### config.mk
export PLATFORM = sky130hd
export DESIGN_NAME = fir_mac_sequencer
export DESIGN_NICKNAME = d
export VERILOG_FILES = /design/src/rtl/fir_mac_sequencer.sv
export SDC_FILE = /design/constraint.sdc
export NUM_CORES = 1
export LEC_CHECK = 0
export CORE_MARGIN = 4
export CORE_UTILIZATION = 35
export DETAILED_ROUTE_END_ITERATION = 10
export PLACE_DENSITY = 0.48
export RECOVER_POWER = 25
export SYNTH_ARGS = -nofsm -noshare
export SYNTH_HDL_FRONTEND = slang
export SYNTH_SLANG_ARGS = --single-unit
### constraint.sdc
create_clock -name clk -period 7.3 [get_ports clk]
set_clock_uncertainty 0.2 [all_clocks]
set_input_delay 1.46 -clock clk [delete_from_list [all_inputs] [get_ports clk]]
set_output_delay 1.46 -clock clk [all_outputs]
set_load 0.03 [all_outputs]
### src/rtl/fir_mac_sequencer.sv
// Time-multiplexed FIR: one shared multiply-accumulate walks the taps, one tap
// per clock, over a circular sample history and a software-loadable coefficient bank.
module fir_mac_sequencer #(
  parameter int TAPS   = 4,
  parameter int DATA_W = 8,
  parameter int COEF_W = 8,
  localparam int IDX_W = $clog2(TAPS),
  localparam int OUT_W = DATA_W + COEF_W + IDX_W
) (
  input  logic              clk,
  input  logic              rst,
  input  logic [DATA_W-1:0] x,
  input  logic              x_valid,
  output logic              x_ready,
  input  logic              coef_we,
  input  logic [IDX_W-1:0]  coef_addr,
  input  logic [COEF_W-1:0] coef_data,
  output logic [OUT_W-1:0]  y,
  output logic              y_valid,
  output logic              busy
);

  localparam int PROD_W = DATA_W + COEF_W;
  localparam logic [IDX_W-1:0] K_LAST = IDX_W'(TAPS - 1);

  typedef enum logic {IDLE, MAC} state_t;
  state_t state, state_nx;

  logic [TAPS-1:0][DATA_W-1:0] hist;
  logic [TAPS-1:0][COEF_W-1:0] coef;
  logic [IDX_W-1:0]            wptr, wnext, k, tap_idx;
  logic [PROD_W-1:0]           prod;
  logic [OUT_W-1:0]            acc, acc_nx;

  // Tap k reads k samples back from the newest one; index wraps modulo TAPS.
  assign tap_idx = wptr - k;
  assign wnext   = wptr + IDX_W'(1);
  assign prod    = {{COEF_W{1'b0}}, hist[tap_idx]} * {{DATA_W{1'b0}}, coef[k]};
  assign acc_nx  = acc + {{IDX_W{1'b0}}, prod};

  always_ff @(posedge clk or posedge rst) begin
    if (rst) state <= IDLE;
    else     state <= state_nx;
  end

  always_comb begin
    state_nx = state;
    x_ready  = 1'b0;
    case (state)
      IDLE: begin
        x_ready = 1'b1;
        if (x_valid) state_nx = MAC;
      end
      MAC: if (k == K_LAST) state_nx = IDLE;
      default: state_nx = IDLE;
    endcase
  end

  assign busy = ~x_ready;

  always_ff @(posedge clk or posedge rst) begin
    if (rst) begin
      hist    <= '0;
      coef    <= '0;
      coef[0] <= COEF_W'(1);
      wptr    <= '0;
      k       <= '0;
      acc     <= '0;
      y       <= '0;
      y_valid <= 1'b0;
    end else begin
      y_valid <= 1'b0;
      case (state)
        IDLE: begin
          // Coefficient lands on this edge, so a same-edge sample already sees it.
          if (coef_we) coef[coef_addr] <= coef_data;
          if (x_valid) begin
            hist[wnext] <= x;
            wptr        <= wnext;
            acc         <= '0;
            k           <= '0;
          end
        end
        MAC: begin
          if (k == K_LAST) begin
            y       <= acc_nx;
            y_valid <= 1'b1;
            k       <= '0;
          end else begin
            acc <= acc_nx;
            k   <= k + IDX_W'(1);
          end
        end
        default: ;
      endcase
    end
  end

endmodule

Yosys cells after proc, flatten, opt, wreduce, memory -nomap -nowiden --
Index checks and enable logic that the tools add are counted. W data, S select, Z words.
Cells by class: $lt $le $gt $ge 6, reductions and logical operators 6, $add $sub $neg 4, bitwise gates (word level) 1, mux-type cells 22, $mul 1, equality and inequality tests 3
Operators by type and width (count):
- $bwmux W32 | 2
- $mux W18 | 2
- $pmux W18 S2 | 1
- $bmux W8 S2 | 2
- $demux W8 S2 | 2
- $mux W8 | 4
- $add A18 B16 Y18 | 1
- $mul A8 B8 Y16 | 1
- $lt A2 B3 Y1 const B | 4
- $reduce_and A2 Y1 | 4
- $mux W1 | 5
- $add A2 B1 Y2 const B | 2
- $ge A2 B1 Y1 const B | 2
- $mux W2 | 2
- $ne A2 B2 Y1 const B | 2
- $pmux W2 S2 | 1
- $eq A2 B2 Y1 const B | 1
- $logic_and A1 B1 Y1 | 2
- $pmux W1 S2 | 1
- $sub A2 B2 Y2 | 1
- $not A1 Y1 | 1
Storage, ports and cells: input bits 22, flip-flop bits (word level) 106, logic and storage cells 57, output and inout bits 21

Logic depth before layout (Yosys ltp) --
Gate-level depths: netlist of run 1.
word-level depth 7, gate-level depth with buffers 22, depth with buffers taken out 21

Least setup slack after synthesis of run 1 --
Ideal clock, no wire load.
path type reg2reg, from register wptr[0], to register acc[17], cell stages (with the launch flop) 22, required time 7.020 ns, arrival 5.949 ns, setup slack 1.070 ns, cell sequence dfrtp_1 > inv_1 > ha_1 > xor2_1 > xnor2_1 > mux4_1 > nand2_1 > fa_1 > fa_1 > inv_1 > fa_1 > inv_1 > fa_1 > inv_1 > ha_1 > buf_6 > a211o_1 > a31o_1 > a211oi_2 > nor3_1 > or4b_1 > o211ai_2
Between the ends: cells in the longest elaborated chain, start to end 7
RTL lines:
- from (decl) | RTL line 31 | logic [IDX_W-1:0] wptr, wnext, k, tap_idx;
- from (signal assigned) | RTL line 79 | wptr <= wnext;
- $sub A2 B2 Y2 | RTL line 36 | assign tap_idx = wptr - k;
- $bmux W8 S2 | RTL line 38 | assign prod = {{COEF_W{1'b0}}, hist[tap_idx]} * {{DATA_W{1'b0}}, coef[k]};
- $mux W8 (not written as such) | RTL line 38
- $mul A8 B8 Y16 | RTL line 38
- $add A18 B16 Y18 | RTL line 39 | assign acc_nx = acc + {{IDX_W{1'b0}}, prod};
- $mux W18 | RTL line 85 | if (k == K_LAST) begin
- $pmux W18 S2 | RTL line 73 | case (state)
- to (signal assigned) | RTL line 90 | acc <= acc_nx;
- to (decl) | RTL line 33 | logic [OUT_W-1:0] acc, acc_nx;
Every way passes these cells. The select of a mux whose other input is x is not followed. A chain may end at the register's enable or synchronous reset.

Final worst setup path of run 1 --
Ends and elaborated chain as after synthesis.

==> out/metrics.cfg, run 1 <==
[run_status]
status=complete, but fails checks
violations=max-capacitance violations, max-slew violations

[sta]
finalMaxSlewViolations=43
slew_headroom=-0.297
setup_violations=0
max_freq_ghz=0.152
fin_crit_sh=0.902
worst_pin_slew_ps=1930
finalSetupTns_ps=0
rsz0062_at_grt=no
fin_crit_ps=6590
hold_viol_final=0

[worst_hold_path]
min_path_type=reg -> reg
holdPathStages=2
min_from=y[8]
min_to=y[8]

[setup_path]
startpoint_type=flop
crit_fanout=8
critPathMaxStageDelay_ps=770
cp_cell_sequence=inv_1 > ha_1 > xor2_1 > xnor2_2 > mux4_1 > nand2_1 > fa_1 > fa_1 > inv_1 > fa_1 > inv_1 > fa_1 > inv_1 > ha_1 > a211o_1 > a31o_1 > a211oi_2 > nor3_1 > or4b_1 > o211ai_2
worstReg2RegStart=wptr[0]
cp.arrival_ps=6670
startpoint=wptr[0]
reg2reg_slack_ps=710
path_buf_inv=4
crit_slowest_cell=mux4_1
path_class=reg -> reg
crit_path_end_kind=flop
path_delay_family=adder cells
required_ps=7380
timing.rr.end=acc[17]
reg2reg_depth=20

[clocking]
path_clk_slew_ps=80
clock_sinks=106
cts_htree_levels=3
root_buffer=clkbuf_16
insertion_delay_ps=370
cts_tree=built
cts_made_buffers=9
clockBufferDepth=2
cts_hold_buffers=0

[drt]
num_vias=4540
drc=0
antenna_left=0
drt-initial-drc-count=196
dr.pass1.iters=4
routed_via_density=4.88
wl_per_cell_um=16.6
wl_um=15400

[place]
dp_hpwl_um=11800
numPortBuffers=42
place_area_um2=7840
gp_congestion=0.797

[floorplanning]
start_util=0.361
core_um2=19700
num_io_pins=43
die_w_um=151
die_height_um=151
rows=51
die-area_um2=22700

[yosys]
synthesis.nets=733
yosysSeqAreaShare=0.373
synth-edff-count=0
async_flop_share=1.00
yosys_warnings=0
synth.distinct_cells=53
avgSynthCellArea_um2=11.6
synth_seq_cells=106
synth_area_um2=7110
synthCells=615
synth_flop_cell=dfrtp_1

[finish]
final_cell_area_um2=8170
multi_input_area_um2=4030
area_growth_syn_to_layout_pct=14.9
finalNetCount=779
ff_latch_area_um2=2650
drive_above_1_share=0.180
nFillCells=1877
antennaDiodeCount=0

[global_route]
grt_first_pass_wirelength_um=26000
grt_pass1_vias=4907
grt_antenna_before_repair=0
grt_usage=0.147
grt_max_degree=66
overflow=0

[run]
drv_cap=1

## kinds of logic after synthesis
kind of cell | share of synthesized area
AND/OR/NAND/NOR | 0.0940
buffers and inverters | 0.0614
flip-flops | 0.373
AO/OA/AOI/OAI | 0.0577
XOR/XNOR | 0.0179
adder cells (fa/ha/maj) | 0.222
multiplexers | 0.174
## cell type report
| cell class | instances | share of cell area |
|---|---|---|
| clock buffer | 9 | 0.0276 |
| clock inverter | 7 | 0.0138 |
| inverter | 97 | 0.0447 |
| multi-input combinational | 399 | 0.493 |
| sequential | 106 | 0.325 |
| tap | 265 | 0.0406 |
| timing repair buffer | 48 | 0.0556 |
## stage by stage
| stage | std cells | hold WS [ps] | utilization | worst slack [ps] |
|---|---|---|---|---|
| after floorplan | 615 | 270 | - | 1070 |
| after global routing | 931 | 316 | 0.414 | 308 |
| after global placement | 915 | 261 | 0.398 | 607 |
| final | 931 | 276 | 0.414 | 714 |
| after detailed placement | 915 | 267 | 0.398 | 394 |
| after CTS | 931 | 286 | 0.415 | 368 |
## sequential cells by signal, indices dropped and copies added (netlist names)
register	cells
y	18
acc	18
k	2
hist	32
wptr	2
y_valid	1
busy	1
coef	32
## worst max-delay path by stage
stage / cells after the start / endpoint
3_3_place_gp: 20 / acc[17]
3_5_place_dp: 20 / acc[17]
4_1_cts: 20 / acc[17]
6_report: 20 / acc[17]
5_1_grt: 20 / acc[17]
2_1_floorplan: 21 / acc[17]
## cells in the mapped netlist (all sizes together), types with 7 or more instances
cell type	n	area, um2
a21o	7	53.8
a21oi	17	85.1
a22o	8	70.1
and2	26	163
clkbuf	8	30.0
dfrtp	105	2630
fa	50	1000
ha	46	576
inv	97	364
mux2	77	867
mux4	16	372
nand2	71	267
nand3	7	35.0
o21ai	15	75.1
xnor2	8	70.1
## layer usage
layer / share of wire / wire, um / GRT usage / vias to the layer above
met1: 0.48 / 7400 / 0.209 / 2308
met5: 0 / 0 / 0 / -
met4: 0.010 / 155 / 0.0348 / 0
met3: 0.037 / 570 / 0.0253 / 11
li1: - / - / - / 2151
met2: 0.47 / 7290 / 0.236 / 70
## layout by cell type (no fill, tap or decap), types with 8 or more instances in the layout
master	synthesis	routed
clkdlybuf4s50_1	0	39
fa_1	50	50
and2_1	26	26
a22o_1	8	8
clkbuf_16	0	9
dfrtp_1	105	105
nand2_1	71	71
inv_1	96	96
o21ai_0	14	14
ha_1	46	46
a21oi_1	17	17
mux2_2	77	77
mux4_2	13	13
## worst reg2reg max path: stages (launching register included)
cell,delay [ps]
dfrtp_1,390
inv_1,110
ha_1,220
xor2_1,180
xnor2_2,480
mux4_1,770
nand2_1,140
fa_1,430
fa_1,560
inv_1,60
fa_1,520
inv_1,50
fa_1,530
inv_1,40
ha_1,380
a211o_1,290
a31o_1,240
a211oi_2,250
nor3_1,80
or4b_1,490
o211ai_2,90
## what timing repair did
item                                   4_1_cts  5_1_grt
setup endpoints to repair                    0        1
buffers inserted                             0        0
resized for setup                            0        1
endpoints found under the hold margin        0        0
Power of run 1 is left out: the tool's default activity adds up to more than one toggle a clock period on the data nets, which glitch-free logic cannot reach.
==> run 2: changes to the inputs <==
--- a/config.mk
+++ b/config.mk
@@ -10,6 +10,7 @@
 export DETAILED_ROUTE_END_ITERATION = 10
 export PLACE_DENSITY = 0.48
 export RECOVER_POWER = 25
+export SLEW_MARGIN = 10
 export SYNTH_ARGS = -nofsm -noshare
 export SYNTH_HDL_FRONTEND = slang
 export SYNTH_SLANG_ARGS = --single-unit
==> results of run 2 <==
No change in the layout: final DEF, timing and power equal those of run 1.
Power of run 2 is left out for the same reason.
==> run 3: changes to the inputs <==
--- a/config.mk
+++ b/config.mk
@@ -5,10 +5,11 @@
 export SDC_FILE = /design/constraint.sdc
 export NUM_CORES = 1
 export LEC_CHECK = 0
+export ABC_AREA = 1
 export CORE_MARGIN = 4
 export CORE_UTILIZATION = 35
 export DETAILED_ROUTE_END_ITERATION = 10
-export PLACE_DENSITY = 0.48
+export PLACE_DENSITY = 0.49
 export RECOVER_POWER = 25
 export SLEW_MARGIN = 10
 export SYNTH_ARGS = -nofsm -noshare
==> run 3 against run 2 <==
Hold slack better by 5.6 ps; first-iteration DRC count is 19% higher; the run still ends with max-capacitance violations, max-slew violations left; via count is 19% higher; critical path depth is 4 higher; sequential share of layout area is 0.63 points lower.
==> out/metrics.cfg, run 3 <==
[run_status]
status=complete, but fails checks
violations=max-capacitance violations, max-slew violations

[floorplanning]
core_um2=20500  ; +3.9%
rows=52  ; +2.0%
die_height_um=153  ; +1.7%
die_w_um=153  ; +1.7%
die-area_um2=23500  ; +3.5%
num_io_pins=43  ; unchanged
start_util=0.360  ; -0.000915

[finish]
finalNetCount=1050  ; +35%
antennaDiodeCount=0  ; unchanged
largest_registers=coef x32, hist x32
drive_above_1_share=0.0587  ; -0.121
final_cell_mix=nand2_1 (264), inv_1 (160), dfrtp_1 (105), o21ai_0 (79)
final_cell_area_um2=8330  ; +2.0%
layout_commonest_cell=nand2_1
layout.cells.non_filler=1207  ; +30%
area_growth_syn_to_layout_pct=13.0

[setup_path]
crit_fanout=19  ; +11
crit_path_end_kind=flop
cp_cell_sequence=buf_4 > ha_1 > mux2i_1 > nand2_1 > nand2_1 > inv_1 > nand2_1 > fa_1 > fa_1 > inv_1 > fa_1 > inv_1 > fa_1 > inv_1 > ha_1 > nand2_1 > nor2_1 > nand2_1 > nand3_1 > nand2_1 > nand2_1 > nand2_1 > nand3_1 > nand2_1
required_ps=7350  ; -30 ps
timing.rr.end=acc[16]
path_common_cell=nand2_1
reg2reg_depth=24  ; +20%
cp.arrival_ps=5870  ; -800 ps
critPathMaxStageDelay_ps=870  ; +100 ps
path_class=reg -> reg
worstReg2RegStart=k[0]
reg2reg_slack_ps=1480  ; +770 ps
startpoint_type=flop
startpoint=k[0]
crit_slowest_cell=ha_1

[sta]
max_freq_ghz=0.172  ; +13%
setup_violations=0  ; unchanged
slew_headroom=-0.316  ; -0.0194
finalMaxSlewViolations=41  ; -4.7%
worst_pin_slew_ps=1960  ; +28.9 ps
rsz0062_at_grt=no
finalSetupTns_ps=0  ; unchanged
fin_crit_sh=0.797  ; -0.105
hold_viol_final=0  ; unchanged
fin_crit_ps=5820  ; -766 ps

[yosys]
synth_common_cells=nand2_1 (264), inv_1 (161), dfrtp_1 (105), o21ai_0 (79), fa_1 (50)
yosys_warnings=0  ; unchanged
synth_most_common_cell=nand2_1
synth.distinct_cells=31  ; -42%
synth_flop_cell=dfrtp_1
async_flop_share=1.00  ; unchanged
synthesis.nets=1011  ; +38%
yosysTopAreaCell=dfrtp_1
synth_area_um2=7370  ; +3.7%
netlist.area_leader.share=0.356  ; -0.0131
synth_seq_cells=106  ; unchanged
yosysSeqAreaShare=0.360  ; -0.0132
yosys-top-cells-area=dfrtp_1 (36%), fa_1 (14%), nand2_1 (13%)
synth-edff-count=0  ; unchanged
avgSynthCellArea_um2=8.26  ; -29%
synthCells=893  ; +45%

[clocking]
clock_sinks=106  ; unchanged
cts_tree=built
insertion_delay_ps=350  ; -20 ps
cts_resized=0  ; unchanged
cts_setup_buffers=0  ; unchanged
cts_htree_levels=3  ; unchanged
root_buffer=clkbuf_16
clockBufferDepth=2  ; unchanged
cts_hold_buffers=0  ; unchanged
cts_made_buffers=9  ; unchanged
path_clk_slew_ps=80  ; about the same

[place]
place_area_um2=8070  ; +3.0%
dpl.cell_count=1191  ; +30%
gp_congestion=0.817  ; +2.5%
dp_hpwl_um=12800  ; +8.4%
numPortBuffers=42  ; unchanged

[global_route]
grt_max_degree=68  ; +3.0%
grt_pass1_vias=5501  ; +12%
overflow=0  ; unchanged
grt_antenna_before_repair=0  ; unchanged
grt_first_pass_wirelength_um=28600  ; +10%
grt_usage=0.150  ; +0.00318

[worst_hold_path]
holdPathStages=2  ; unchanged
min_to=coef[4]
min_from=coef[4]
min_path_type=reg -> reg

[drt]
dr.pass1.iters=5  ; +1
routed_via_density=4.46  ; -8.5%
wl_per_cell_um=13.8  ; -17%
drt-initial-drc-count=234  ; +19%
wl_um=16600  ; +7.8%
num_vias=5386  ; +19%
drc=0  ; unchanged
antenna_left=0  ; unchanged

[run]
drv_cap=1  ; unchanged

[run 3: per-layer routing]
layer,GRT usage,vias up,part of all wire
li1,-,2809,-
met1,0.222,2498,0.51
met2,0.231,71,0.44
met3,0.0257,8,0.039
met4,0.0344,0,0.0092
met5,0,-,0
[run 3: layout make-up]
type | instances | area (um2)
Fill cell | 2128 | 12200
Multi-Input combinational cell | 594 | 3970
Sequential cell | 106 | 2650
Inverter | 176 | 662
Timing Repair Buffer | 45 | 439
Tap cell | 270 | 338
Clock buffer | 10 | 229
Clock inverter | 6 | 41.3
[run 3: worst max-delay path by stage]
stage | to | slack, ps | depth (start not counted)
CTS | acc[13] | 1420 | 24
floorplan | acc[16] | 2250 | 25
detailed placement | acc[17] | 1430 | 24
global route | acc[13] | 980 | 24
global placement | acc[13] | 1460 | 24
finish | acc[16] | 1480 | 24
[run 3: metrics by stage]
step,hold slack [ps],setup WS [ps],util
after floorplan,245,2250,-
after global placement,259,1460,0.394
after detailed placement,266,1430,0.394
after CTS,284,1420,0.407
after global routing,297,978,0.407
final,282,1480,0.407
[run 3: cells by family (layout without fill, tap and decap cells)]
| kind of cell | Yosys count | in the layout | share of synthesized area |
|---|---|---|---|
| simple gates | 364 | 364 | 0.199 |
| flops | 106 | 106 | 0.360 |
| fa+ha+maj | 96 | 96 | 0.214 |
| buf+inv | 193 | 237 | 0.101 |
| mux | 16 | 16 | 0.0217 |
| xor+xnor | 9 | 9 | 0.0107 |
| compound gates | 109 | 109 | 0.0943 |
[run 3: critical path: cells and delay by family (launching register included)]
family        cells  cell delay (ps)
mux               1              290
simple gates     12             1170
buf+inv           5              440
flops             1              360
fa+ha+maj         6             3250
Power of run 3 is left out for the same reason.
